[src/rtl/cmul_arb_pkg.sv]
// Shared definitions for the complex-multiplier round-robin arbiter.
// Holds the default datapath width and pipeline depths, and the tag
// carried alongside each operation through the multiplier latency.
package cmul_arb_pkg;

  localparam int W_DEF        = 20;  // s2.17 fixed point
  localparam int MUL_LAT_DEF  = 3;   // operands -> result
  localparam int CONJ_DLY_DEF = 2;   // operands -> conj sampled by multiplier
  localparam int ID_MAX_W     = 3;   // enough for up to 8 requesters

  // One tag stage: id is sized for the largest supported requester count,
  // the arbiter uses the low ID_W bits.
  typedef struct packed {
    logic                vld;
    logic [ID_MAX_W-1:0] id;
  } tag_t;

endpackage

[src/rtl/cmul_rr_pick.sv]
// Rotate-priority picker: selects the first asserted request at or after
// ptr_i, wrapping modulo N_REQ.
// Ports:
//   req_i  - request vector (already masked by hold/reset)
//   ptr_i  - starting index of the search
//   gnt_o  - one-hot grant
//   idx_o  - encoded granted index (0 when nothing granted)
//   any_o  - a grant was issued
module cmul_rr_pick #(
  parameter int N_REQ = 4,
  parameter int ID_W  = 2
) (
  input  logic [N_REQ-1:0] req_i,
  input  logic [ID_W-1:0]  ptr_i,
  output logic [N_REQ-1:0] gnt_o,
  output logic [ID_W-1:0]  idx_o,
  output logic             any_o
);

  int j;

  always_comb begin
    gnt_o = '0;
    idx_o = '0;
    any_o = 1'b0;
    j     = 0;
    for (int k = 0; k < N_REQ; k++) begin
      j = int'(ptr_i) + k;
      if (j >= N_REQ) j = j - N_REQ;
      if (!any_o && req_i[j]) begin
        any_o    = 1'b1;
        gnt_o[j] = 1'b1;
        idx_o    = ID_W'(j);
      end
    end
  end

endmodule

[src/rtl/cmul_rr_arbiter.sv]
// Round-robin arbiter/sequencer in front of one shared pipelined complex
// multiplier. At most one requester is granted per cycle; its operands are
// forwarded to the multiplier and its id rides a tag pipeline matched to
// the multiplier latency so each result comes back tagged with its owner.
//
// Optional feature macro: CMUL_ARB_CONJ_EN
//   defined   - i_req_conj honoured, conj delay pipeline built
//   undefined - i_req_conj ignored, o_mul_conj tied 0
//
// Ports:
//   i_clk, i_rst_n            clock, synchronous active-low reset
//   i_req_valid/o_req_ready   per-requester handshake (ready is one-hot grant)
//   i_req_R0/I0/R1/I1         packed operands, requester n at [n*W +: W]
//   i_req_conj                per-requester conjugate select
//   i_hold                    suppresses any grant this cycle
//   o_mul_R0/I0/R1/I1         multiplier operands (0 when idle)
//   o_mul_conj                conjugate select, CONJ_DLY after operands
//   i_mul_R/I                 multiplier results
//   o_res_valid/id/R/I        tagged result, MUL_LAT after grant
//   o_busy                    grant this cycle or any op in flight
module cmul_rr_arbiter
  import cmul_arb_pkg::*;
#(
  parameter int N_REQ    = 4,
  parameter int ID_W     = $clog2(N_REQ),
  parameter int W        = W_DEF,
  parameter int MUL_LAT  = MUL_LAT_DEF,
  parameter int CONJ_DLY = CONJ_DLY_DEF
) (
  input  logic                 i_clk,
  input  logic                 i_rst_n,
  input  logic [N_REQ-1:0]     i_req_valid,
  input  logic [N_REQ*W-1:0]   i_req_R0,
  input  logic [N_REQ*W-1:0]   i_req_I0,
  input  logic [N_REQ*W-1:0]   i_req_R1,
  input  logic [N_REQ*W-1:0]   i_req_I1,
  input  logic [N_REQ-1:0]     i_req_conj,
  output logic [N_REQ-1:0]     o_req_ready,
  input  logic                 i_hold,
  output logic [W-1:0]         o_mul_R0,
  output logic [W-1:0]         o_mul_I0,
  output logic [W-1:0]         o_mul_R1,
  output logic [W-1:0]         o_mul_I1,
  output logic                 o_mul_conj,
  input  logic [W-1:0]         i_mul_R,
  input  logic [W-1:0]         i_mul_I,
  output logic                 o_res_valid,
  output logic [ID_W-1:0]      o_res_id,
  output logic [W-1:0]         o_res_R,
  output logic [W-1:0]         o_res_I,
  output logic                 o_busy
);

  logic [ID_W-1:0]  ptr_q, ptr_d;
  logic [N_REQ-1:0] req_m, gnt;
  logic [ID_W-1:0]  gidx;
  logic             gany;
  tag_t             tag_q [MUL_LAT];
  tag_t             tag_d;

  // Grants are suppressed while in reset so nothing transfers on a cycle
  // whose tag would be wiped anyway.
  assign req_m = (i_rst_n && !i_hold) ? i_req_valid : '0;

  cmul_rr_pick #(.N_REQ(N_REQ), .ID_W(ID_W)) u_pick (
    .req_i (req_m),
    .ptr_i (ptr_q),
    .gnt_o (gnt),
    .idx_o (gidx),
    .any_o (gany)
  );

  assign o_req_ready = gnt;

  // Pointer moves past the winner, so a lone requester still advances it.
  always_comb begin
    ptr_d = ptr_q;
    if (gany) ptr_d = (int'(gidx) == N_REQ - 1) ? '0 : gidx + ID_W'(1);
  end

  always_ff @(posedge i_clk) begin
    if (!i_rst_n) ptr_q <= '0;
    else          ptr_q <= ptr_d;
  end

  // Idle operands are forced to zero to keep the multiplier quiet.
  always_comb begin
    o_mul_R0 = '0;
    o_mul_I0 = '0;
    o_mul_R1 = '0;
    o_mul_I1 = '0;
    if (gany) begin
      o_mul_R0 = i_req_R0[gidx*W +: W];
      o_mul_I0 = i_req_I0[gidx*W +: W];
      o_mul_R1 = i_req_R1[gidx*W +: W];
      o_mul_I1 = i_req_I1[gidx*W +: W];
    end
  end

  // Tag pipeline: stage k holds the op granted k+1 cycles ago.
  always_comb begin
    tag_d     = '0;
    tag_d.vld = gany;
    tag_d.id  = ID_MAX_W'(gidx);
  end

  always_ff @(posedge i_clk) begin
    if (!i_rst_n) begin
      for (int k = 0; k < MUL_LAT; k++) tag_q[k] <= '0;
    end else begin
      tag_q[0] <= tag_d;
      for (int k = 1; k < MUL_LAT; k++) tag_q[k] <= tag_q[k-1];
    end
  end

  assign o_res_valid = tag_q[MUL_LAT-1].vld;
  assign o_res_id    = tag_q[MUL_LAT-1].id[ID_W-1:0];
  assign o_res_R     = i_mul_R;
  assign o_res_I     = i_mul_I;

  logic unused_id_hi;
  assign unused_id_hi = ^tag_q[MUL_LAT-1].id;

  always_comb begin
    o_busy = gany;
    for (int k = 0; k < MUL_LAT; k++) o_busy = o_busy | tag_q[k].vld;
  end

`ifdef CMUL_ARB_CONJ_EN
  logic [CONJ_DLY-1:0] conj_q;
  logic                conj_d;

  assign conj_d = gany & i_req_conj[gidx];

  always_ff @(posedge i_clk) begin
    if (!i_rst_n) begin
      conj_q <= '0;
    end else begin
      conj_q[0] <= conj_d;
      for (int k = 1; k < CONJ_DLY; k++) conj_q[k] <= conj_q[k-1];
    end
  end

  assign o_mul_conj = conj_q[CONJ_DLY-1];
`else
  logic unused_conj;
  assign unused_conj = ^i_req_conj;
  assign o_mul_conj  = 1'b0;
`endif

endmodule
[config.mk]
export PLATFORM = sky130hd
export DESIGN_NAME = cmul_rr_arbiter
export DESIGN_NICKNAME = d
export VERILOG_FILES = /design/src/rtl/cmul_arb_pkg.sv /design/src/rtl/cmul_rr_pick.sv /design/src/rtl/cmul_rr_arbiter.sv
export SDC_FILE = /design/constraint.sdc
export NUM_CORES = 1
export LEC_CHECK = 0
export ABC_AREA = 1
export ABC_CLOCK_PERIOD_IN_PS = 3700
export CAP_MARGIN = 20
export CORE_AREA = 2 2 193 195
export CTS_CLUSTER_DIAMETER = 30
export CTS_CLUSTER_SIZE = 30
export DETAILED_ROUTE_END_ITERATION = 10
export DIE_AREA = 0 0 195 197
export SYNTH_ARGS = -nofsm -noshare
export SYNTH_HDL_FRONTEND = slang
export SYNTH_SLANG_ARGS = --single-unit
[constraint.sdc]
create_clock -name i_clk -period 3.7 [get_ports i_clk]
set_clock_uncertainty 0.1 [all_clocks]
set_input_delay 0.74 -clock i_clk [delete_from_list [all_inputs] [get_ports i_clk]]
set_output_delay 0.74 -clock i_clk [all_outputs]
set_load 0.03 [all_outputs]
==> flow_summary.yaml, run 1 <==
synth:
  synth_xor_area_share_pct: 0
  yosysUniqueCellTypes: 30
  seq_area_frac_synth_pct: 4.15
  synth_edf_count: 0
  avgSynthCellArea_um2: 5.05
  synth-seq-cells: 11
  synth_simple_gate_area_share_pct: 53.1
  yosys.area.top_type_share_pct: 24.9
  synth_area_mm2: 0.00531
  syn_inst: 1050
  synth_warnings: 0
  async_flop_share_pct: 0
  synth_top_family_by_area: "simple AND/OR/NAND/NOR gates"
  synth-adder-area-share_pct: 1.89
  synth.most_common_cell: "nand3_1"
  ys.flop_type: "dfxtp_1"
  synth-compound-area-share_pct: 8.70
  synth.area.mux_share_pct: 0
  synthTopCellsByArea: "nand3_1 (25%), inv_1 (18%), nand2_1 (14%)"
  synth_commonest_cells: "nand3_1 (264), inv_1 (256), nand2_1 (192)"
  synth_area_leader_cell: "nand3_1"
  synth_fp_nets: 1429
die:
  die_w_um: 195
  ios: 500
  core_mm2: 0.0363
  initial_core_util_pct: 14.6
  die_y_um: 197
  die-area_mm2: 0.0384
  placementRows: 70
clocking:
  numClockSinks: 11
  clk_latency_ns: 0.23
  numCtsBuffers: 3
  clock_path_buffers: 2
  cts_tree: "done"
  cts-htree-levels: 1
  clk_pin_slew_ns: 0.04
  cts-root-buf: "clkbuf_16"
cells_and_area:
  fin_area_mm2: 0.0120
  diodes: 0
  fin_nets: 1896
  drive_gt1_share_pct: 25.3
  area_growth_pct: 126
worst_setup_path:
  crit_fanout: 8
  r2r_cells: 18
  r2r_end: "ptr_q[1]"
  crit-reg2reg-launch: "ptr_q[0]"
  cp.required_ns: 2.86
  crit_path_start_kind: "primary input"
  end_kind: "primary output"
  regToRegSetupSlack_ns: 1.22
  crit_type: "in2out"
  arrival_ns: 2.78
worst_hold_path:
  holdPathStages: 2
  hold_path.class: "reg2reg"
  hold_end: "tag_q[0][4]"
  hp-start: "tag_q[0][0]"
timing:
  slew_viol_final: 0
  timing.final.crit_share_pct: 97.7
  fmax_ghz: 0.277
  tns_ns: 0
  hold_viol: 0
  postLayoutSetupSlackWorst_ns: 0.0849
  setup_viol: 0
  fin_crit_ns: 3.62
drt:
  postRouteAntennaNets: 0
  vias_per_cell: 4.28
  drt_iter0_drc: 374
  wl_um: 32900
  drcViolationCount: 0
  drt-pass1-iter-count: 5
  wl_per_cell_um: 16.6
  vias: 8491
placement:
  gp_congestion: 0.876
  io_buffers: 414
  dp_hpwl_um: 23000
  placed_cell_area_mm2: 0.0102
  place_worst_setup_slack_ns: -0.410
global_route:
  grt_max_degree: 42
  grt_antenna_before_repair: 0
  gr-usage-met3_pct: 2.52
  grt_busiest_layer: "met2"
  gr-total-overflow: 0
  use_met1_pct: 20.8
  grt_use_met2_pct: 28.1
  grt_pass1_vias: 8542
  grt_pass1_wl_um: 48600
  grt_use_total_pct: 16.2
job:
  drv_cap: 0
outcome:
  status: "complete, no violations"
==> worst max-delay path by stage <==
stage                    from            to  slack [ns]  cells after the start
3_5_place_dp          i_rst_n   o_mul_R0[5]       -0.41                     13
3_3_place_gp          i_rst_n   o_mul_R1[8]       -0.38                     14
2_1_floorplan         i_rst_n  o_mul_I0[17]        0.24                     15
4_1_cts        i_req_valid[1]   o_mul_R1[8]       0.002                     16
6_report               i_hold   o_mul_I0[6]        0.08                     17
5_1_grt                i_hold   o_mul_I0[6]       -0.03                     17
==> worst max-delay path: stages <==
cell,delay (ns)
buf_2,0.12
clkinv_4,0.08
nand4_1,0.13
nand3_2,0.13
nand2_4,0.08
buf_6,0.14
buf_6,0.11
nand3_4,0.09
buf_12,0.14
nand2_8,0.10
buf_12,0.17
buf_12,0.12
buf_16,0.13
nand2_1,0.08
nand3_2,0.08
a21oi_2,0.16
buf_6,0.15
==> kinds of logic (layout without fill, tap and decap cells) <==
family	Yosys count	after routing
fa+ha+maj	8	8
buf+inv	384	850
flops	11	11
simple gates	558	558
compound gates	88	88
other cells	1	1
==> flip-flops by register name, summed over array words and instances (netlist names) <==
name and count:
tag_q 9, ptr_q 2
==> timing repair <==
action / in CTS / in global routing
pin swaps: 28 / 32
hold buffers: 0 / 0
setup buffers: 42 / 6
cloned: 15 / 3
setup endpoints to repair: 81 / 81
resized for setup: 131 / 62
==> metrics by stage <==
step / hold slack (ns) / instances / util (%)
final: 0.307 / 1984 / 33.0
after global routing: 0.330 / 1984 / 33.0
after CTS: 0.307 / 1979 / 32.3
after detailed placement: 0.298 / 1918 / 28.2
after global placement: 0.296 / 1918 / 28.2
after floorplan: 0.290 / 1050 / -
==> metal layers <==
metal	vias to the layer above	share of wire [%]
met5	-	0
met4	0	2.9
met3	54	7.4
met2	389	47
met1	3871	43
li1	4177	-
==> layout by cell type (no fill, tap or decap), types with 2 or more instances in the layout <==
cell | Yosys | final
clkdlybuf4s50_1 | 0 | 324
inv_1 | 256 | 255
nand3_1 | 264 | 216
nand2_1 | 192 | 177
buf_4 | 48 | 170
nand3b_1 | 80 | 80
nand3_2 | 2 | 44
a21oi_1 | 80 | 44
a21oi_2 | 1 | 36
buf_12 | 0 | 35
buf_6 | 3 | 29
nand2_2 | 4 | 14
buf_16 | 0 | 13
dfxtp_1 | 11 | 11
nand3_4 | 1 | 7
ha_1 | 8 | 7
clkbuf_16 | 0 | 6
nand2_4 | 2 | 5
nand4_1 | 5 | 5
bufbuf_16 | 0 | 5
inv_2 | 4 | 4
nor2_4 | 1 | 4
clkbuf_2 | 0 | 3
nand2_8 | 0 | 2
o2111ai_1 | 2 | 2
nor2_1 | 4 | 2
o21ai_0 | 2 | 2
==> area by class of cell <==
| type | count | area (um2) |
|---|---|---|
| tap | 468 | 586 |
| multi-input combinational | 655 | 3920 |
| sequential | 11 | 220 |
| fill | 3877 | 24300 |
| inverter | 261 | 987 |
| clock buffer | 4 | 78.8 |
| timing repair buffer | 585 | 6190 |
Power of run 1 is left out: the tool's default activity adds up to more than one toggle a clock period on the data nets, which glitch-free logic cannot reach.
==> inputs of run 2 (changes only) <==
Settings changed: GPL_ROUTABILITY_DRIVEN set to 0, SETUP_SLACK_MARGIN set to 0.3.
==> flow_summary.yaml, run 2 (same netlist as run 1, synthesis figures left out) <==
outcome:
  status: "finished, violations left"
  failed_checks: "setup timing"
drt:
  drt-pass1-iter-count: 5
  wl_per_cell_um: 18.9
  wl_um: 37900
  drcViolationCount: 0
  vias_per_cell: 4.38
  drt_iter0_drc: 375
  postRouteAntennaNets: 0
  vias: 8799
cells_and_area:
  regMostFlops: "tag_q"
  drive_gt1_share_pct: 37.1
  largest_reg_flops: 9
  area_growth_pct: 164
  mostFrequentLayoutCell: "clkdlybuf4s50_1"
  reg.largest.list: "tag_q: 9 flops, ptr_q: 2 flops"
  fin_nets: 1920
  fin_area_mm2: 0.0140
  final_util_pct: 38.7
  final_cell_mix: "clkdlybuf4s50_1 (323), inv_1 (256), nand3_1 (151)"
  fill_cells: 3679
global_route:
  grt_antenna_before_repair: 2
  grt_pass1_wl_um: 52200
  grt_busiest_layer: "met2"
  grt_use_total_pct: 17.7
  gr-usage-met3_pct: 2.17
  grt_max_degree: 39
  grt_use_met2_pct: 34.0
  grt_pass1_vias: 8917
  use_met1_pct: 20.0
  gr-total-overflow: 0
clocking:
  cts-hold-fix-buffers: 0
  numClockSinks: 11
  clk_latency_ns: 0.23
  cts-root-buf: "clkbuf_16"
  cts_tree: "done"
  cts-htree-levels: 1
  clk_pin_slew_ns: 0.04
  clock_path_buffers: 2
  numCtsBuffers: 3
worst_setup_path:
  end_kind: "primary output"
  cp.required_ns: 2.86
  crit-reg2reg-launch: "ptr_q[0]"
  arrival_ns: 2.88
  crit_fanout: 5
  crit_path_start_kind: "primary input"
  r2r_cells: 17
  crit_type: "in2out"
  regToRegSetupSlack_ns: 1.07
  r2r_end: "ptr_q[1]"
placement:
  dp_hpwl_um: 24300
  io_buffers: 414
  placed_cell_area_mm2: 0.0107
timing:
  timing.final.crit_share_pct: 101
  postLayoutSetupSlackWorst_ns: -0.0192
  hold_ws_ns: 0.323
  setup_viol: 2
  hold_viol: 0
  rsz0062_at_grt: "true"
  slew_viol_final: 0
  fmax_ghz: 0.269
  fin_crit_ns: 3.72
die:
  initial_core_util_pct: 14.6
  ios: 500
  core_mm2: 0.0363
  die_w_um: 195
  die_y_um: 197
  die-area_mm2: 0.0384
  placementRows: 70
worst_hold_path:
  hold_path.class: "reg2reg"
  hold_end: "tag_q[0][5]"
  hp-start: "tag_q[0][1]"
  holdPathStages: 2
job:
  drv_cap: 0
run 2: changes by cell type in the layout (fill, tap and decap cells not counted), moves of 21 or more:
cell / delta
nand3_2: +47
buf_4: -83
nand2_4: +31
nand3_1: -65
a21oi_2: +36
nand2_1: -53
a21oi_1: -44
buf_6: +68
nand2_2: +21
run 2: worst max-delay path by stage:
stage	slack [ns]	to	from	depth (start not counted)
6_report	-0.02	o_mul_I1[8]	i_rst_n	18
3_5_place_dp	-0.36	o_mul_R0[6]	i_rst_n	15
2_1_floorplan	0.40	o_mul_R0[19]	i_rst_n	13
4_1_cts	0.02	o_mul_R0[0]	i_rst_n	18
3_3_place_gp	-0.33	o_mul_R0[6]	i_rst_n	15
5_1_grt	-0.11	o_mul_R0[0]	i_rst_n	19
run 2: metal layers:
metal / part of all wire (%) / wire length (um)
met5: 0.034 / 13
met4: 4.2 / 1580
met3: 5.8 / 2210
met2: 51 / 19500
met1: 38 / 14600
run 2: through the flow:
stage	worst slack [ns]	std cells	TNS, ns
floorplan	0.397	1050	0
global placement	-0.329	1912	-19.09
detailed placement	-0.362	1912	-21.04
CTS	0.0193	1986	0
global route	-0.110	2008	-4.62
finish	-0.0192	2009	-0.0281
run 2: what timing repair did:
item / CTS / global route
setup endpoints to repair: 85 / 81
setup buffers: 38 / 17
cloned: 32 / 5
pin swaps: 95 / 57
gates resized for setup: 327 / 104
run 2: final cells by class:
cell class,count,area (um2),share of cell area [%]
Timing Repair Buffer,607,7190,51.3
Sequential cell,11,220,1.57
Tap cell,468,586,4.18
Multi-Input combinational cell,657,4950,35.3
Antenna cell,1,2.50,0.0179
Clock buffer,4,78.8,0.562
Inverter,261,997,7.11
run 2: critical path: stages:
cell	delay, ns
buf_8	0.10
buf_6	0.12
nand3_2	0.09
nand2_2	0.09
nand2_1	0.08
nand2_1	0.06
nand2_2	0.12
nand4_4	0.14
buf_4	0.16
inv_2	0.05
nor2_2	0.05
nor2_4	0.12
buf_4	0.14
buf_12	0.12
bufbuf_16	0.27
nand3_2	0.08
a21oi_2	0.18
buf_6	0.15
Power of run 2 is left out for the same reason.
